**config.mk**
```make
export PLATFORM = sky130hd
export DESIGN_NAME = midi_note_decoder
export DESIGN_NICKNAME = d
export VERILOG_FILES = /design/src/rtl/midi_pkg.sv /design/src/rtl/midi_note_rate_lut.sv /design/src/rtl/midi_note_decoder.sv
export SDC_FILE = /design/constraint.sdc
export NUM_CORES = 1
export LEC_CHECK = 0
export CORE_AREA = 2 2 108 110
export CTS_CLUSTER_DIAMETER = 50
export DETAILED_ROUTE_END_ITERATION = 8
export DIE_AREA = 0 0 110 112
export HOLD_SLACK_MARGIN = 0.12
export MAX_ROUTING_LAYER = met4
export PLACE_DENSITY = 0.83
export SLEW_MARGIN = 0
export SYNTH_ARGS = -nofsm -noshare
export SYNTH_HDL_FRONTEND = slang
export SYNTH_HIERARCHICAL = 1
export SYNTH_SLANG_ARGS = --single-unit
```
**constraint.sdc**
```tcl
create_clock -name clk_in -period 3.15 [get_ports clk_in]
set_input_delay 0.63 -clock clk_in [delete_from_list [all_inputs] [get_ports clk_in]]
set_output_delay 0.63 -clock clk_in [all_outputs]
set_load 0.01 [all_outputs]
```
**src/rtl/midi_pkg.sv**
```systemverilog
// Shared types and constants for the MIDI note decoder: byte-class boundaries,
// parser states and the octave-0 playback-rate table.
package midi_pkg;

  typedef enum logic [1:0] {
    ST_IDLE    = 2'd0,
    ST_WAIT_D1 = 2'd1,
    ST_WAIT_D2 = 2'd2,
    ST_SYSEX   = 2'd3
  } midi_state_t;

  localparam logic [7:0] SYS_COMMON_FIRST = 8'hF0;
  localparam logic [7:0] REALTIME_FIRST   = 8'hF8;
  localparam logic [7:0] SYSEX_START      = 8'hF0;

  localparam logic [3:0] KIND_NOTE_OFF   = 4'h8;
  localparam logic [3:0] KIND_NOTE_ON    = 4'h9;
  localparam logic [3:0] KIND_PROGRAM    = 4'hC;
  localparam logic [3:0] KIND_CHAN_PRESS = 4'hD;

  // Rate for pitch class k in octave 0; higher octaves halve it per octave.
  function automatic logic [23:0] base_rate(input logic [3:0] k);
    case (k)
      4'd0:    base_rate = 24'd12000000;
      4'd1:    base_rate = 24'd11326492;
      4'd2:    base_rate = 24'd10690785;
      4'd3:    base_rate = 24'd10090757;
      4'd4:    base_rate = 24'd9524406;
      4'd5:    base_rate = 24'd8989842;
      4'd6:    base_rate = 24'd8485281;
      4'd7:    base_rate = 24'd8009039;
      4'd8:    base_rate = 24'd7559526;
      4'd9:    base_rate = 24'd7135243;
      4'd10:   base_rate = 24'd6734772;
      4'd11:   base_rate = 24'd6356779;
      default: base_rate = 24'd0;
    endcase
  endfunction

endpackage

```
**src/rtl/midi_note_rate_lut.sv**
```systemverilog
// Registered note-number to playback-rate lookup: splits the note into octave
// and pitch class, reads the base rate and shifts it down by the octave.
module midi_note_rate_lut
  import midi_pkg::*;
(
  input  logic        clk_in,
  input  logic        rst_in,
  input  logic        load,
  input  logic [6:0]  note,
  output logic [23:0] rate
);

  logic [3:0] oct;
  logic [3:0] k;

  always_comb begin
    oct = 4'(note / 7'd12);
    k   = 4'(note % 7'd12);
  end

  always_ff @(posedge clk_in or negedge rst_in) begin
    if (!rst_in) begin
      rate <= '0;
    end else if (load) begin
      rate <= base_rate(k) >> oct;
    end
  end

endmodule

```
**src/rtl/midi_note_decoder.sv**
```systemverilog
// MIDI byte-stream parser producing one registered Note On/Off event per
// complete note message, two cycles after the completing byte.
// Handshake: byte_valid_in is a one-cycle strobe with no ready (the decoder
// always accepts); valid_out is a one-cycle pulse with no backpressure.
module midi_note_decoder
  import midi_pkg::*;
#(
  parameter bit         CHANNEL_FILTER_EN = 1'b0,
  parameter logic [3:0] CHANNEL           = 4'd0
) (
  input  logic        clk_in,
  input  logic        rst_in,
  input  logic [7:0]  byte_in,
  input  logic        byte_valid_in,
  output logic        valid_out,
  output logic        isNoteOn,
  output logic [6:0]  note_out,
  output logic [6:0]  velocity_out,
  output logic [23:0] cycles_between_samples,
  output logic [15:0] dropped_count,
  output midi_state_t state_dbg
);

  midi_state_t state, state_n;
  logic        rs_valid, rs_valid_n;
  logic [7:0]  rs_status, rs_status_n;
  logic [6:0]  d1, d1_n;
  logic        done;
  logic [6:0]  done_d1, done_d2;
  logic        drop_inc;
  logic        len1;
  logic        is_note;
  logic        ev_on;

  logic        s1_valid, s1_on;
  logic [6:0]  s1_note, s1_vel;

  assign state_dbg = state;
  assign len1 = (rs_status[7:4] == KIND_PROGRAM) || (rs_status[7:4] == KIND_CHAN_PRESS);

  always_comb begin
    state_n     = state;
    rs_valid_n  = rs_valid;
    rs_status_n = rs_status;
    d1_n        = d1;
    done        = 1'b0;
    done_d1     = d1;
    done_d2     = 7'd0;
    drop_inc    = 1'b0;
    if (byte_valid_in) begin
      if (byte_in >= REALTIME_FIRST) begin
        state_n = state;
      end else if (byte_in >= SYS_COMMON_FIRST) begin
        rs_valid_n = 1'b0;
        state_n    = (byte_in == SYSEX_START) ? ST_SYSEX : ST_IDLE;
      end else if (byte_in[7]) begin
        rs_valid_n  = 1'b1;
        rs_status_n = byte_in;
        state_n     = ST_WAIT_D1;
      end else begin
        // Under running status an idle data byte is a fresh first data byte.
        if (state == ST_WAIT_D1 || (state == ST_IDLE && rs_valid)) begin
          if (len1) begin
            done    = 1'b1;
            done_d1 = byte_in[6:0];
            state_n = ST_IDLE;
          end else begin
            d1_n    = byte_in[6:0];
            state_n = ST_WAIT_D2;
          end
        end else if (state == ST_WAIT_D2) begin
          done    = 1'b1;
          done_d2 = byte_in[6:0];
          state_n = ST_IDLE;
        end else if (state == ST_IDLE) begin
          drop_inc = 1'b1;
        end
      end
    end
  end

  always_comb begin
    is_note = done
           && (rs_status[7:4] == KIND_NOTE_ON || rs_status[7:4] == KIND_NOTE_OFF)
           && (!CHANNEL_FILTER_EN || rs_status[3:0] == CHANNEL);
    ev_on   = (rs_status[7:4] == KIND_NOTE_ON) && (done_d2 != 7'd0);
  end

  always_ff @(posedge clk_in or negedge rst_in) begin
    if (!rst_in) begin
      state         <= ST_IDLE;
      rs_valid      <= 1'b0;
      rs_status     <= '0;
      d1            <= '0;
      dropped_count <= '0;
    end else begin
      state     <= state_n;
      rs_valid  <= rs_valid_n;
      rs_status <= rs_status_n;
      d1        <= d1_n;
      if (drop_inc && dropped_count != 16'hFFFF) begin
        dropped_count <= dropped_count + 16'd1;
      end
    end
  end

  // Stage 1 captures the event; stage 2 publishes it alongside the LUT result.
  always_ff @(posedge clk_in or negedge rst_in) begin
    if (!rst_in) begin
      s1_valid     <= 1'b0;
      s1_on        <= 1'b0;
      s1_note      <= '0;
      s1_vel       <= '0;
      valid_out    <= 1'b0;
      isNoteOn     <= 1'b0;
      note_out     <= '0;
      velocity_out <= '0;
    end else begin
      s1_valid  <= is_note;
      valid_out <= s1_valid;
      if (is_note) begin
        s1_on   <= ev_on;
        s1_note <= done_d1;
        s1_vel  <= ev_on ? done_d2 : 7'd0;
      end
      if (s1_valid) begin
        isNoteOn     <= s1_on;
        note_out     <= s1_note;
        velocity_out <= s1_vel;
      end
    end
  end

  midi_note_rate_lut u_rate_lut (
    .clk_in (clk_in),
    .rst_in (rst_in),
    .load   (s1_valid),
    .note   (s1_note),
    .rate   (cycles_between_samples)
  );

endmodule

```
==> summary.md, run 1 <==
| Metric | Value |
|---|---|
| Combinational power share | `68.2%` |
| Mapped cell area | `5990 um^2` |
| CTS H-tree lvls | `3` |
| LEAKAGE | `approximately 3.0 nW` |
| Fmax | `0.333 GHz` |
| Gp weighted congestion | `roughly 0.98` |
| Largest net degree at the start of global routing | `87` |
| TritonCTS clock tree | `built` |
| Internal | `between 0.004 and 0.005 W` |
| Clock sinks | `86` |
| Measured slew at the worst slew-check pin | `~850 ps` |
| CORE AREA | `around 11000 um^2` |
| Via density | `around 6.7` |
| R2R cell count | `10` |
| Hold WS | `roughly 330 ps` |
| Reg2reg end | `u_rate_lut/rate[2]` |
| Ant diodes | `0` |
| Syn Inst Count | `623` |
| Vias in the first global route | `5542` |
| First-pass GRT wire length | `roughly 29000 um` |
| Final Cycle Share | `95.2%` |
| Crit path from | `s1_note[1]` |
| Die height | `112 um` |
| CP required | `3350 ps` |
| Worst Clk Skew | `between 6 and 7 ps` |
| Initial Utilization | `between 50% and 60%` |
| Port buffer count | `68` |
| Max cap viols | `0` |
| Storage cell area | `2150 um^2` |
| Avg Inst Size Synth | `about 9.6 um^2` |
| CTS Hold Bufs | `0` |
| Final #Nets | `719` |
| Die Span X | `between 100 and 150 um` |
| RSZ-0062 raised after global routing | `no` |
| Area of the multi-input gates | `~3500 um^2` |
| Via count | `between 5000 and 6000` |
| Die ar. | `approximately 12000 um^2` |
| Clock slew at reported path FFs | `70 ps` |
| Row count | `39` |
| Flops & latches, synth | `86` |
| Slew headroom | `between 40% and 50%` |
| Startpoint Class | `flop` |
| Critical path class | `flop to flop` |
| Clock power frac | `12.5%` |
| Cell Pwr Density | `approximately 1200 nW/um^2` |
| Critical Path End Type | `flop` |
| Drt drc | `0` |
| Hold WC Path Type | `input pin to asynchronous set/reset pin` |
| Distinct cell type count after synthesis | `99` |
| Fin. Hold Viols | `0` |
| Detailed Place HPWL | `12900 um` |
| Root Driver | `clkbuf_16` |
| Initial antenna violation count | `0` |
| Async set-reset flop share out of synthesis | `100%` |
| Most common cell after layout, fill and taps aside | `dfrtp_1` |
| Commonest cells after routing, fill and taps aside | `dfrtp_1 (84), clkdlybuf4s50_1 (67), nand2_1 (59), buf_4 (43), mux2_2 (36)` |
| Area grow syn2layout | `21.3%` |
| Total track usage | `a little under a third` |
| Sequential fraction of the synthesis area | `between 30 and 40%` |
| Mapped Nets | `640` |
| Final WL | `around 18000 um` |
| Total CTS buffers | `9` |
| Switch share | `48.0%` |
| Status | `complete, no violations` |
| Synth Warn # | `6` |
| IO Count | `a little under 70` |
| Grt total ovfl | `0` |
| Final Max Slew Viols | `0` |
| Clk_lat worst skew | `approximately 350 ps` |
| Sequential share of power | `between 10% and 20%` |
| Reg2reg start | `s1_note[1]` |
| Setup TNS | `0 ps` |
| Tmin final | `approximately 3000 ps` |
| CTS Buffer Depth | `2` |
| Post-synth EDFFs | `0` |
| WP data arrival | `3200 ps` |
| Iter 0 DRT Violations | `~620` |
| Maximum fanout along the worst path | `9` |
| Primary FF master, synth | `dfrtp_1` |
| VDD IR max | `562 uV` |
| DR pass1 iterations | `6` |
| FF-to-FF setup slack | `between 150 and 200 ps` |
| Final Setup Violations | `0` |
| Switching pwr | `between 0.004 and 0.005 W` |
| Fillcell total | `902` |
| Layout cells sized above 1 | `around a fifth` |
| Antenna violation net count after detailed routing | `0` |
| Post-DR wirelength/cell | `a little over 20 um` |
==> synthesized netlist by cell type (all sizes together) (5+ instances only) <==
master,instances,area [um^2]
dfrtp,86,2150
nand2,60,228
a22oi,15,126
o221ai,6,58.8
mux2i,18,180
xnor2,9,78.8
o22ai,10,68.8
o2bb2ai,11,103
nor4,9,62.6
nor3b,7,57.6
nand2b,10,62.6
nor2,30,118
a221oi,5,56.3
nor2b,6,37.5
o211ai,6,45.0
ha,6,75.1
nand3,18,100
a21oi,25,133
a32oi,6,60.1
a211o,6,53.8
inv,16,60.1
a31oi,10,77.6
o21ai,32,164
buf,30,211
mux2,36,405
nor3,19,105
xor2,12,113
nand4,8,50.1
clkbuf,14,52.6
a211oi,10,80.1
==> stage by stage <==
stage | total power [W] | std cells | cell area, um^2 | worst slack [ps] | util (%)
after floorplan | 0.00558 | 623 | 5990 | 519 | -
after global placement | 0.00726 | 834 | 6940 | 194 | 62.1
after detailed placement | 0.00733 | 834 | 6940 | 97.0 | 62.1
after CTS | 0.00846 | 850 | 7240 | 73.5 | 64.8
after global routing | 0.00918 | 850 | 7270 | 0.0293 | 65.0
final | 0.00867 | 850 | 7270 | 150 | 65.0
==> state kept, by name, summed over array words and instances (netlist names), 4 cells and up <==
| signal | count |
|---|---|
| d1 | 7 |
| dropped_count | 16 |
| note_out | 7 |
| rs_status | 4 |
| s1_note | 7 |
| s1_vel | 7 |
| u_rate_lut/rate | 24 |
| velocity_out | 7 |
==> critical path, stage by stage (launching register included) <==
cell	delay (ps)
dfrtp_1	480
inv_1	280
ha_1	390
nand2_1	150
or3_1	330
a31oi_1	350
a2111oi_4	110
o22ai_2	240
nor2_1	80
o21ai_0	260
a41oi_1	170
==> kinds of logic after synthesis <==
logic type      Yosys count  share of synthesized area [%]
compound gates          198                           26.5
xor+xnor                 21                           3.19
fa+ha+maj                 7                           1.44
buf+inv                  60                           5.41
flops                    86                           35.9
mux                      54                           9.77
simple gates            197                           17.8
==> timing repair <==
item	4_1_cts	5_1_grt
setup endpoints to repair	0	14
resized for setup	0	8
setup buffers	0	0
==> per-layer routing <==
metal | global-route usage [%] | vias up | share of wire, %
met2 | 48.0 | 308 | 49
met1 | 38.6 | 2749 | 39
met3 | 5.74 | 63 | 7.4
li1 | - | 2549 | -
met4 | 14.2 | 0 | 4.2
met5 | - | - | 0
==> final cells by class <==
| type | instances | area share (%) |
|---|---|---|
| clock buffer | 10 | 3.15 |
| clock inverter | 6 | 1.02 |
| inverter | 16 | 0.826 |
| multi-input combinational | 477 | 48.7 |
| sequential | 86 | 29.6 |
| tap | 143 | 2.46 |
| timing repair buffer | 112 | 14.2 |
==> how the worst max path moves through the flow <==
stage               slack [ps]                  end  cells past startpoint
floorplan                  520  u_rate_lut/rate[12]                     12
global placement           190   u_rate_lut/rate[9]                      9
detailed placement         100   u_rate_lut/rate[9]                      9
CTS                         70   u_rate_lut/rate[9]                      9
global route              0.03   u_rate_lut/rate[2]                     10
finish                     150   u_rate_lut/rate[2]                     10
==> power groups by stage <==
| stage | registers [W] | logic, W | clock network, W |
|---|---|---|---|
| after global placement | 0.00166 | 0.00560 | 0 |
| final | 0.00167 | 0.00591 | 0.00109 |
| after global routing | 0.00172 | 0.00631 | 0.00115 |
| after CTS | 0.00167 | 0.00569 | 0.00111 |
| after floorplan | 0.00166 | 0.00392 | 0 |
| after detailed placement | 0.00168 | 0.00565 | 0 |
No activity file was read; power rests on OpenSTA's default activity.
==> run 2, diff against run 1 <==
- CTS_CLUSTER_DIAMETER: 50 -> not set
==> results of run 2 <==
No change in the layout: final DEF, timing and power equal those of run 1.
==> run 3, diff against run 2 <==
--- a/config.mk
+++ b/config.mk
@@ -13,2 +13,3 @@
 export PLACE_DENSITY = 0.83
+export SKIP_CTS_REPAIR_TIMING = 1
 export SLEW_MARGIN = 0
--- a/constraint.sdc
+++ b/constraint.sdc
@@ -3,2 +3,2 @@
 set_output_delay 0.63 -clock clk_in [all_outputs]
-set_load 0.01 [all_outputs]
+set_load 0.1 [all_outputs]
==> run 3 against run 2 <==
Clock skew grew 2.6 ps; global-route usage down 0.39 points; critical path depth shrank 1; sequential share of layout area rose by 0.74 points; count of clock-buffer cells in the layout is 2 higher; non-clock buffer count is 3 higher; utilization is 1.6 points lower; final cell count up 0.35%; critical path type unchanged.
==> summary.md, run 3 (synthesis results as in run 1) <==
| Metric | Value |
|---|---|
| Critical path class | `flop to flop` |
| Via density | `6.58 (-1.4%)` |
| Placed Instance Area | `6810 um^2 (-1.9%)` |
| Final Max Slew Viols | `0 (unchanged)` |
| Status | `complete, no violations` |
| CP dominant cell by count | `o21ai_0` |
| Final Setup Violations | `0 (unchanged)` |
| Tmin final | `3020 ps (+20.6 ps)` |
| Grt total ovfl | `0 (unchanged)` |
| CORE AREA | `11200 um^2 (unchanged)` |
| First-pass GRT wire length | `28300 um (-2.3%)` |
| Reg2reg end | `u_rate_lut/rate[1]` |
| Fillcell total | `907 (+0.55%)` |
| Die Span X | `110 um (unchanged)` |
| Area grow syn2layout | `18.2%` |
| Final #Nets | `722 (+0.42%)` |
| Crit path largest cell delay | `630 ps (+150 ps)` |
| Top delay family on crit path | `compound AO/OA/AOI/OAI gates` |
| Via count | `5611 (-1.0%)` |
| Grt met2 use | `46.7% (-1.2 points)` |
| Largest register FFs | `24 (unchanged)` |
| Initial antenna violation count | `0 (unchanged)` |
| Most common cell after layout, fill and taps aside | `buf_4` |
| Clock sinks | `86 (unchanged)` |
| WP buf/inv | `1 (unchanged)` |
| Setup TNS | `0 ps (unchanged)` |
| Drt drc | `0 (unchanged)` |
| TritonCTS clock tree | `built` |
| Critical path depth | `9 (-1)` |
| Row count | `39 (unchanged)` |
| Die ar. | `12300 um^2 (unchanged)` |
| CP required | `3400 ps (+50 ps)` |
| Maximum fanout along the worst path | `16 (+7)` |
| Critical Path End Type | `flop` |
| CTS Buffer Depth | `2 (unchanged)` |
| Startpoint Class | `flop` |
| Fin area | `7090 um^2 (-2.5%)` |
| Largest reg by FF count | `u_rate_lut/rate` |
| Top flop regs | `u_rate_lut/rate x24, dropped_count x16` |
| Detailed Place HPWL | `13100 um (+2.0%)` |
| Ant diodes | `0 (unchanged)` |
| Gp weighted congestion | `0.973 (-0.29%)` |
| Post-DR wirelength/cell | `20.7 um (-0.27%)` |
| Port buffer count | `68 (unchanged)` |
| IO Count | `69 (unchanged)` |
| Antenna violation net count after detailed routing | `0 (unchanged)` |
| Hold WC Path Type | `input pin to asynchronous set/reset pin` |
| Storage cell area | `2150 um^2 (about the same)` |
| Fmax | `0.331 GHz (-0.68%)` |
| DR pass1 iterations | `6 (unchanged)` |
| Slew headroom | `43.3% (+0.044 points)` |
| Layout cells sized above 1 | `28.2% (+7.7 points)` |
| FF-to-FF setup slack | `130 ps (-20 ps)` |
| Measured slew at the worst slew-check pin | `846 ps (-0.650 ps)` |
| WP data arrival | `3270 ps (+70 ps)` |
| Largest net degree at the start of global routing | `63 (-28%)` |
| Final Cycle Share | `95.9% (+0.66 points)` |
| Root Driver | `clkbuf_16` |
| Die height | `112 um (unchanged)` |
| Initial Utilization | `53.6% (unchanged)` |
| Total track usage | `30.5% (-0.39 points)` |
| Final WL | `17700 um (about the same)` |
| Vias in the first global route | `5353 (-3.4%)` |
| Met3 Use GR | `5.80% (+0.059 points)` |
| Most used routing layer | `met2` |
| Met1 GRT Util | `39.1% (+0.52 points)` |
| R2R cell count | `9 (-1)` |
| Iter 0 DRT Violations | `579 (-5.9%)` |
| Worst Clk Skew | `9.00 ps (+2.63 ps)` |
| Commonest cells after routing, fill and taps aside | `buf_4 (105), dfrtp_1 (85), nand2_1 (59), mux2_2 (36), nor2_1 (28)` |
| CTS H-tree lvls | `3 (unchanged)` |
| Area of the multi-input gates | `3530 um^2 (-0.32%)` |
| Max cap viols | `0 (unchanged)` |
| Reg2reg start | `s1_note[2]` |
| Crit-path cells | `buf_4, nor2b_1, o32ai_1, a21o_1, o21ai_0, a31oi_1, a31o_2, a32oi_1, o21ai_0` |
| Total CTS buffers | `9 (unchanged)` |
| Clock slew at reported path FFs | `60 ps (about the same)` |
| Worst path slowest cell | `dfrtp_1` |
| Clk_lat worst skew | `340 ps (about the same)` |
| RSZ-0062 raised after global routing | `no` |
| Fin. Hold Viols | `0 (unchanged)` |
-- run 3: worst max-delay path by stage --
| stage | to | startpoint | slack, ps |
|---|---|---|---|
| after floorplan | u_rate_lut/rate[12] | s1_note[0] | 520 |
| after global placement | u_rate_lut/rate[6] | s1_note[4] | 180 |
| after detailed placement | u_rate_lut/rate[1] | s1_note[5] | 90 |
| after CTS | u_rate_lut/rate[1] | s1_note[5] | 80 |
| after global routing | u_rate_lut/rate[6] | s1_note[3] | 0.6 |
| final | u_rate_lut/rate[1] | s1_note[2] | 130 |
-- run 3: cell type report --
type                    count  share of cell area [%]
clock buffers              12                    3.34
flip-flops and latches     86                    30.4
repair buffers            115                    12.7
well taps                 143                    2.52
clock inverters             4                   0.459
multi-input cells         477                    49.8
inverters                  16                   0.847
-- run 3: layer usage --
layer / wire (um) / vias up / part of all wire [%]
li1: - / 2548 / -
met1: 7210 / 2714 / 41
met2: 8540 / 283 / 48
met3: 1220 / 66 / 6.9
met4: 700 / 0 / 4.0
met5: 0 / - / 0
-- run 3: stage by stage --
step	setup WS (ps)	hold WS [ps]	util [%]	std cells
5_1_grt	0.596	216	63.4	853
4_1_cts	81.0	202	63.3	853
3_3_place_gp	183	460	60.9	837
6_report	130	200	63.4	853
3_5_place_dp	86.1	474	60.9	837
2_1_floorplan	517	334	-	623
Power of run 3 is not shown: default switching activity piles up to over one toggle a cycle in this logic, so the estimate is an artifact.
